`src/rtl/pipe_scroller_if.sv`:
```
// Obstacle geometry bus between the game controller and the pipe scroller.
interface pipe_scroller_if;
    logic       tick;
    logic       start;
    logic       collide;
    logic [9:0] pipe_x;
    logic [9:0] gap_top;
    logic [9:0] gap_bot;
    logic       passed;
    logic [7:0] score;
    logic       running;

    modport master (
        output tick, start, collide,
        input  pipe_x, gap_top, gap_bot, passed, score, running
    );

    modport slave (
        input  tick, start, collide,
        output pipe_x, gap_top, gap_bot, passed, score, running
    );
endinterface

```
`src/rtl/pipe_scroller.sv`:
```
// Scrolls a single pipe leftward per frame tick, respawns it at the right
// edge with an LFSR-chosen gap, counts passes and freezes on collision.
module pipe_scroller #(
    parameter int unsigned    SCREEN_W  = 640,
    parameter int unsigned    PIPE_W    = 40,
    parameter int unsigned    BIRD_X    = 160,
    parameter int unsigned    SPEED     = 2,
    parameter int unsigned    GAP_MIN   = 60,
    parameter int unsigned    GAP_H     = 120,
    parameter logic [9:0]     LFSR_SEED = 10'h2A5
) (
    input  logic            clk,
    input  logic            reset,
    pipe_scroller_if.slave  bus
);

    localparam logic [9:0]  SCREEN_W_V = 10'(SCREEN_W);
    localparam logic [10:0] PIPE_W_V   = 11'(PIPE_W);
    localparam logic [10:0] BIRD_X_V   = 11'(BIRD_X);
    localparam logic [9:0]  SPEED_V    = 10'(SPEED);
    localparam logic [9:0]  GAP_MIN_V  = 10'(GAP_MIN);
    localparam logic [9:0]  GAP_H_V    = 10'(GAP_H);
    localparam logic [9:0]  TOP_RST    = 10'd180;

    typedef enum logic [1:0] {
        IDLE   = 2'd0,
        SCROLL = 2'd1,
        FROZEN = 2'd2
    } state_t;

    state_t      state_q;
    logic [9:0]  lfsr_q;
    logic [9:0]  pipe_x_q;
    logic [9:0]  gap_top_q;
    logic [9:0]  gap_bot_q;
    logic        passed_q;
    logic [7:0]  score_q;
    logic        running_q;

    logic [9:0]  lfsr_d;
    logic [9:0]  moved_x;
    logic [10:0] sum_before;
    logic [10:0] sum_after;
    logic        pass_hit;
    logic [9:0]  respawn_top;

    // Move arithmetic, pass test and LFSR feedback for the current state
    always_comb begin
        moved_x     = pipe_x_q - SPEED_V;
        sum_before  = {1'b0, pipe_x_q} + PIPE_W_V;
        sum_after   = {1'b0, moved_x} + PIPE_W_V;
        pass_hit    = (sum_before >= BIRD_X_V) && (sum_after < BIRD_X_V);
        respawn_top = GAP_MIN_V + {3'b000, lfsr_q[6:0]};
        lfsr_d      = {lfsr_q[8:0], lfsr_q[9] ^ lfsr_q[6]};
    end

    // Game FSM with registered geometry, score and status outputs
    always_ff @(posedge clk) begin
        if (reset) begin
            state_q   <= IDLE;
            lfsr_q    <= LFSR_SEED;
            pipe_x_q  <= SCREEN_W_V;
            gap_top_q <= TOP_RST;
            gap_bot_q <= TOP_RST + GAP_H_V;
            passed_q  <= 1'b0;
            score_q   <= '0;
            running_q <= 1'b0;
        end else begin
            lfsr_q   <= lfsr_d;
            passed_q <= 1'b0;
            // start restarts from any state; from IDLE the values are
            // already at their reset values so this is the same transition.
            if (bus.start) begin
                state_q   <= SCROLL;
                pipe_x_q  <= SCREEN_W_V;
                gap_top_q <= TOP_RST;
                gap_bot_q <= TOP_RST + GAP_H_V;
                score_q   <= '0;
                running_q <= 1'b1;
            end else begin
                case (state_q)
                    SCROLL: begin
                        if (bus.collide) begin
                            state_q   <= FROZEN;
                            running_q <= 1'b0;
                        end else if (bus.tick) begin
                            if (pipe_x_q >= SPEED_V) begin
                                pipe_x_q <= moved_x;
                                if (pass_hit) begin
                                    passed_q <= 1'b1;
                                    if (score_q != 8'hFF) begin
                                        score_q <= score_q + 8'd1;
                                    end
                                end
                            end else begin
                                pipe_x_q  <= SCREEN_W_V;
                                gap_top_q <= respawn_top;
                                gap_bot_q <= respawn_top + GAP_H_V;
                            end
                        end
                    end
                    default: begin
                    end
                endcase
            end
        end
    end

    assign bus.pipe_x  = pipe_x_q;
    assign bus.gap_top = gap_top_q;
    assign bus.gap_bot = gap_bot_q;
    assign bus.passed  = passed_q;
    assign bus.score   = score_q;
    assign bus.running = running_q;

endmodule

```
`src/flat_wrapper.sv`:
```
// flat-port wrapper written by rule: the top's interface ports become plain ports
module pipe_scroller_flat 
#(
    parameter int unsigned    SCREEN_W  = 640,
    parameter int unsigned    PIPE_W    = 40,
    parameter int unsigned    BIRD_X    = 160,
    parameter int unsigned    SPEED     = 2,
    parameter int unsigned    GAP_MIN   = 60,
    parameter int unsigned    GAP_H     = 120,
    parameter logic [9:0]     LFSR_SEED = 10'h2A5
)
  (clk, reset, bus_tick, bus_start, bus_collide, bus_pipe_x, bus_gap_top, bus_gap_bot, bus_passed, bus_score, bus_running);
  pipe_scroller_if bus_i ();
  input  logic clk;
  input  logic reset;
  input wire logic [$bits(bus_i.tick)-1:0] bus_tick;
  input wire logic [$bits(bus_i.start)-1:0] bus_start;
  input wire logic [$bits(bus_i.collide)-1:0] bus_collide;
  output wire logic [$bits(bus_i.pipe_x)-1:0] bus_pipe_x;
  output wire logic [$bits(bus_i.gap_top)-1:0] bus_gap_top;
  output wire logic [$bits(bus_i.gap_bot)-1:0] bus_gap_bot;
  output wire logic [$bits(bus_i.passed)-1:0] bus_passed;
  output wire logic [$bits(bus_i.score)-1:0] bus_score;
  output wire logic [$bits(bus_i.running)-1:0] bus_running;
  assign bus_i.tick = bus_tick;
  assign bus_i.start = bus_start;
  assign bus_i.collide = bus_collide;
  assign bus_pipe_x = bus_i.pipe_x;
  assign bus_gap_top = bus_i.gap_top;
  assign bus_gap_bot = bus_i.gap_bot;
  assign bus_passed = bus_i.passed;
  assign bus_score = bus_i.score;
  assign bus_running = bus_i.running;
  pipe_scroller #(.SCREEN_W(SCREEN_W), .PIPE_W(PIPE_W), .BIRD_X(BIRD_X), .SPEED(SPEED), .GAP_MIN(GAP_MIN), .GAP_H(GAP_H), .LFSR_SEED(LFSR_SEED)) u_core (.clk(clk), .reset(reset), .bus(bus_i));
endmodule
```
`config.mk`:
```
export PLATFORM = sky130hd
export DESIGN_NAME = pipe_scroller_flat
export DESIGN_NICKNAME = d
export VERILOG_FILES = /design/src/rtl/pipe_scroller_if.sv /design/src/rtl/pipe_scroller.sv /design/src/flat_wrapper.sv
export SDC_FILE = /design/constraint.sdc
export NUM_CORES = 1
export LEC_CHECK = 0
export CORE_MARGIN = 5
export CORE_UTILIZATION = 49
export DETAILED_ROUTE_END_ITERATION = 10
export GPL_TIMING_DRIVEN = 0
export HOLD_SLACK_MARGIN = 0.15
export PLACE_DENSITY = 0.79
export SETUP_SLACK_MARGIN = 0.5
export SYNTH_ARGS = -nofsm -noshare
export SYNTH_HDL_FRONTEND = slang
export SYNTH_SLANG_ARGS = --single-unit
```
`constraint.sdc`:
```
create_clock -name clk -period 3.61 [get_ports clk]
set_input_delay 0.722 -clock clk [delete_from_list [all_inputs] [get_ports clk]]
set_output_delay 0.722 -clock clk [all_outputs]
set_load 0.02 [all_outputs]
```
### Word level (Yosys, flattened, before mapping)

Index checks and enable logic that the tools add are counted.

| storage, ports and cells | value |
|---|---|
| register bits after elaboration | 52 |
| bits of input ports | 5 |
| logic and storage cells | 43 |

| operators by class | value |
|---|---|
| add/subtract/negate cells | 6 |
| magnitude comparators | 3 |
| equal/unequal tests | 2 |
| mux-type cells | 8 |
| bitwise operators | 5 |
| reduce and logical (&&, ||, !) cells | 10 |

Operators with widths:

| kind | count |
|---|---|
| $add A10 B6 Y11 const B | 2 |
| $ge A11 B8 Y1 const B | 1 |
| $lt A11 B8 Y1 const B | 1 |
| $add A10 B7 Y10 const B | 1 |
| $ge A10 B2 Y1 const B | 1 |
| $mux W10 | 1 |
| $sub A10 B2 Y10 const B | 1 |
| $add A6 B7 Y8 const A | 1 |
| $add A8 B1 Y8 const B | 1 |
| $ne A8 B8 Y1 const B | 1 |
| $mux W1 | 7 |
| $reduce_and A6 Y1 | 1 |
| $reduce_or A6 Y1 | 1 |
| $not A1 Y1 | 4 |
| $reduce_and A2 Y1 | 2 |
| $reduce_and A4 Y1 | 1 |
| $reduce_bool A2 Y1 | 2 |
| $reduce_and A3 Y1 | 1 |
| $eq A2 B1 Y1 const B | 1 |
| $reduce_or A2 Y1 | 1 |
| $logic_and A1 B1 Y1 | 1 |
| $xor A1 B1 Y1 | 1 |

### Longest topological paths before layout

| depth | value |
|---|---|
| word-level depth | 5 |
| gate-level depth with buffers | 9 |

### Least setup slack after synthesis

No wires, ideal clock.

| timing | value |
|---|---|
| path type | register to register |
| start point | reg u_core.pipe_x_q[3] (netlist: u_core.bus.pipe_x[3]) |
| end point | reg u_core.score_q[2] (netlist: u_core.bus.score[2]) |
| arrival time | 2269 ps |
| path slack | 1271 ps |
| cell stages (with the launch flop) | 10 |
| buffers on the path | 2 |
| cell sequence | dfxtp_1 > buf_2 > inv_1 > ha_1 > nor4bb_1 > xnor2_1 > o311ai_2 > clkbuf_1 > or4_1 > a21oi_1 |

| on the way | value |
|---|---|
| longest elaborated chain between the ends | 5 |
| elaborated cells between the ends (all ways) | 8 |
| classes of those cells | add/sub (3); order compare (3); reduce/logical (2) |

RTL lines:

| what | line | text |
|---|---|---|
| start, declared | pipe_scroller.sv:33 | `logic [9:0] pipe_x_q;` |
| start signal, assigned | pipe_scroller.sv:88 | `pipe_x_q <= moved_x;` |
| $sub A10 B2 Y10 | pipe_scroller.sv:49 | `moved_x = pipe_x_q - SPEED_V;` |
| $add A10 B6 Y11 | pipe_scroller.sv:51 | `sum_after = {1'b0, moved_x} + PIPE_W_V;` |
| $lt A11 B8 Y1 | pipe_scroller.sv:52 | `pass_hit = (sum_before >= BIRD_X_V) && (sum_after < BIRD_X_V);` |
| $logic_and A1 B1 Y1 | pipe_scroller.sv:52 |  |
| $reduce_and A6 Y1 (no line) * | n/a |  |
| end signal, assigned | pipe_scroller.sv:92 | `score_q <= score_q + 8'd1;` |
| end, declared | pipe_scroller.sv:37 | `logic [7:0] score_q;` |

Every way passes the cells marked *; elsewhere a longest branch is shown, timed or not.
A chain may end at the register's enable or synchronous reset.

### Worst setup path in the final report

| timing | value |
|---|---|
| start point | reg u_core.pipe_x_q[4] (netlist: u_core.bus.pipe_x[4]) |
| end point | reg u_core.score_q[2] (netlist: u_core.bus.score[2]) |

Same word-level chain as after synthesis.

==> out/results.txt <==
Status: finished clean
Via count: 1932
Cell Area, Synth: 2120 µm²
Sequential share of power: 51.0%
Leak: 1.05 nW
DR WL met2: 2290 µm
Crit share post-route: 71.2%
Worst-Margin Slew: 0.689 ns
Worst slew margin: 53.9%
Crit-path max FO: 10
Clock network power share: 39.4%
DR WL/cell: 13.9 µm
Flop-to-flop setup slack: 1.04 ns
Largest net degree at the start of global routing: 16
Post-synth EDFFs: 0
Yosys warning total: 0
IO Count: 45
Core area: 4260 µm²
Die ar.: 5740 µm²
Setup repair bufs after CTS: 0
Post-DP HPWL: 3510 µm
Fin worst setup slack: 1.04 ns
Worst Setup Start Kind: flop
Hold crit path type: flop to flop
DRC Markers: 0
Vias in the first global route: 1729
RSZ-0062 raised after global routing: no
Detailed Routing Iterations Pass 1: 4
Post-Syn Area per Cell: 8.65 µm²
Wire length on met3: 206 µm
Die Ht: 75.8 µm
Final std cells w/o fill: 348
Post-CTS Resized: 0
Asr flop ratio synth: 0%
Placed cell areas: 2600 µm²
Most common cell in the netlist: dfxtp_1
Root Driver: clkbuf_8
GR Util All Layers: 17.6%
GPL Wtd Cong: 0.852
Sw power: 244 µW
Yosys cell types: 46
ANT cells: 0
Hold WS: 0.421 ns
# nets final: 307
Commonest cells post-synth: dfxtp_1, a21oi_1, nor2_1
M1 WL: 2260 µm
Synth top area share: 41.6%
Initial antenna violation count: 0
Finish-stage setup viols: 0
Post-synthesis sequential area ratio: 41.6%
Max Slew Vio Count: 0
Initial Utilization: 49.7%
GRT overflow: 0
Via density per instance: 5.55
Pre-CTS WS: 0.789 ns
Min Tclk post-route: 2.57 ns
Crit Path Class: flop to flop
Post-route design area: 2710 µm²
Die width: 75.8 µm
Top FF cell, synth: dfxtp_1
DR iter-0 viols: 80
Max-cap violation count: 0
Fraction of layout cells with a size suffix above 1: 10.1%
Sw Share: 24.7%
Clock Skews: 0.00322 ns
Sum Neg Setup Slack: 0 ns
Uppermost routed layer: met4
Cells along the critical path: inv_1 > ha_1 > nor4bb_1 > xnor2_1 > o311ai_2 > clkbuf_1 > or4_1 > a21oi_1
Clock latency on the worst-skew pair: 0.30 ns
Reg clk slew, reported paths: 0.09 ns
H-tree lvl count: 2
I/O Buffers: 40
Clk buf depth: 2
Area delta synth->final: 27.9%
Synthesized flop and latch total: 44
Pwr Density: 364 nW/µm²
Worst path arrival time: 2.80 ns
CTS tree: built
Worst EP required: 3.84 ns
Critical Path End Type: flop
DP Cell Count: 340
Cells after Synth: 245
Worst path slowest cell: or4_1
Yosys top cell by area: dfxtp_1
Tot Pwr: 988 µW
Max Freq: 0.389 GHz
CTS buffer count: 5
Finished Core Util: 63.6%
Max rail drop VDD: 0.253 mV
Cell family with most CP delay: simple AND/OR/NAND/NOR gates
Final Hold Fails: 0
Top cells by area, synth: dfxtp_1, a21oi_1, ha_1, nor2_1, nand3_1
Row cnt: 24
Comb power frac: 9.6%
Buf+Inv Stages, Crit Path: 2
Internal power: 744 µW
Final wirelength: 4820 µm
Crit path largest cell delay: 0.44 ns
# hold bufs at CTS: 0
First-pass GRT wire length: 7870 µm
Sink Count: 44
ANT nets after route: 0
worst register-to-register path, delay by kind of cell, from the launching register on:
family / cells / cell delay [ns]
buffers and inverters: 2 / 0.40
AND/OR/NAND/NOR: 2 / 0.80
adder cells (fa/ha/maj): 1 / 0.28
XOR/XNOR: 1 / 0.23
flip-flops: 1 / 0.43
AO/OA/AOI/OAI: 2 / 0.37
area by class of cell:
| class | count | area [µm²] |
|---|---|---|
| fillers | 384 | 1550 |
| well taps | 52 | 65.1 |
| plain buffers | 21 | 118 |
| clock buffers | 5 | 68.8 |
| repair buffers | 40 | 400 |
| clock inverters | 3 | 46.3 |
| inverters | 9 | 33.8 |
| multi-input cells | 174 | 1100 |
| flip-flops and latches | 44 | 881 |
worst paths after layout:
kind                                           start                   to  cells after the start
worst max-delay path            u_core.bus.pipe_x[4]  u_core.bus.score[2]                      8
worst min-delay path                u_core.lfsr_q[8]     u_core.lfsr_q[9]                      1
worst max register to register  u_core.bus.pipe_x[4]  u_core.bus.score[2]                      8
worst min register to register      u_core.lfsr_q[8]     u_core.lfsr_q[9]                      1
layer usage:
metal / up-vias / track usage, %
met1: 906 / 22.9
li1: 969 / -
met5: - / 0
met4: 0 / 6.80
met3: 7 / 2.90
met2: 50 / 29.1
power by group through the flow:
stage / sequential [mW] / clock [mW] / combinational [mW]
6_report: 0.504 / 0.389 / 0.0946
5_1_grt: 0.506 / 0.410 / 0.104
4_1_cts: 0.504 / 0.392 / 0.0943
3_5_place_dp: 0.515 / 0 / 0.0936
3_3_place_gp: 0.515 / 0 / 0.0920
2_1_floorplan: 0.516 / 0 / 0.0675
state kept, by name (all words and copies together), names as in the netlist:
register and flops:
u_core.state_q 2, u_core.lfsr_q 10, u_core.bus.gap_top 8, u_core.bus.score 8
u_core.bus.gap_bot 6, u_core.bus.passed 1, u_core.bus.pipe_x 9
cells in the final DEF (no fill, tap or decap), types with 5 or more instances in the layout:
cell type | Yosys | routed
a21oi_1 | 27 | 27
ha_1 | 7 | 7
and3_1 | 5 | 5
clkdlybuf4s50_1 | 0 | 40
clkbuf_1 | 9 | 9
xnor2_1 | 6 | 6
nor2_1 | 22 | 22
nand2_1 | 17 | 17
clkbuf_8 | 0 | 5
or2_2 | 5 | 5
nand3_1 | 13 | 13
dfxtp_1 | 44 | 44
o21ai_0 | 7 | 7
or4_1 | 7 | 7
o31ai_1 | 6 | 6
inv_1 | 9 | 9
buf_4 | 7 | 7
cells by family (layout without fill, tap and decap cells):
group                    Yosys count  after routing  synth area share, %
AO/OA/AOI/OAI                     60             60                 18.7
XOR/XNOR                           9              9                 3.72
adder cells (fa/ha/maj)            7              7                 4.13
buffers and inverters             30             78                 7.14
flip-flops                        44             44                 41.6
multiplexers                       2              2                0.945
other                              1              4                0.177
AND/OR/NAND/NOR                   92             92                 23.6
(Power assumes the default switching activity.)
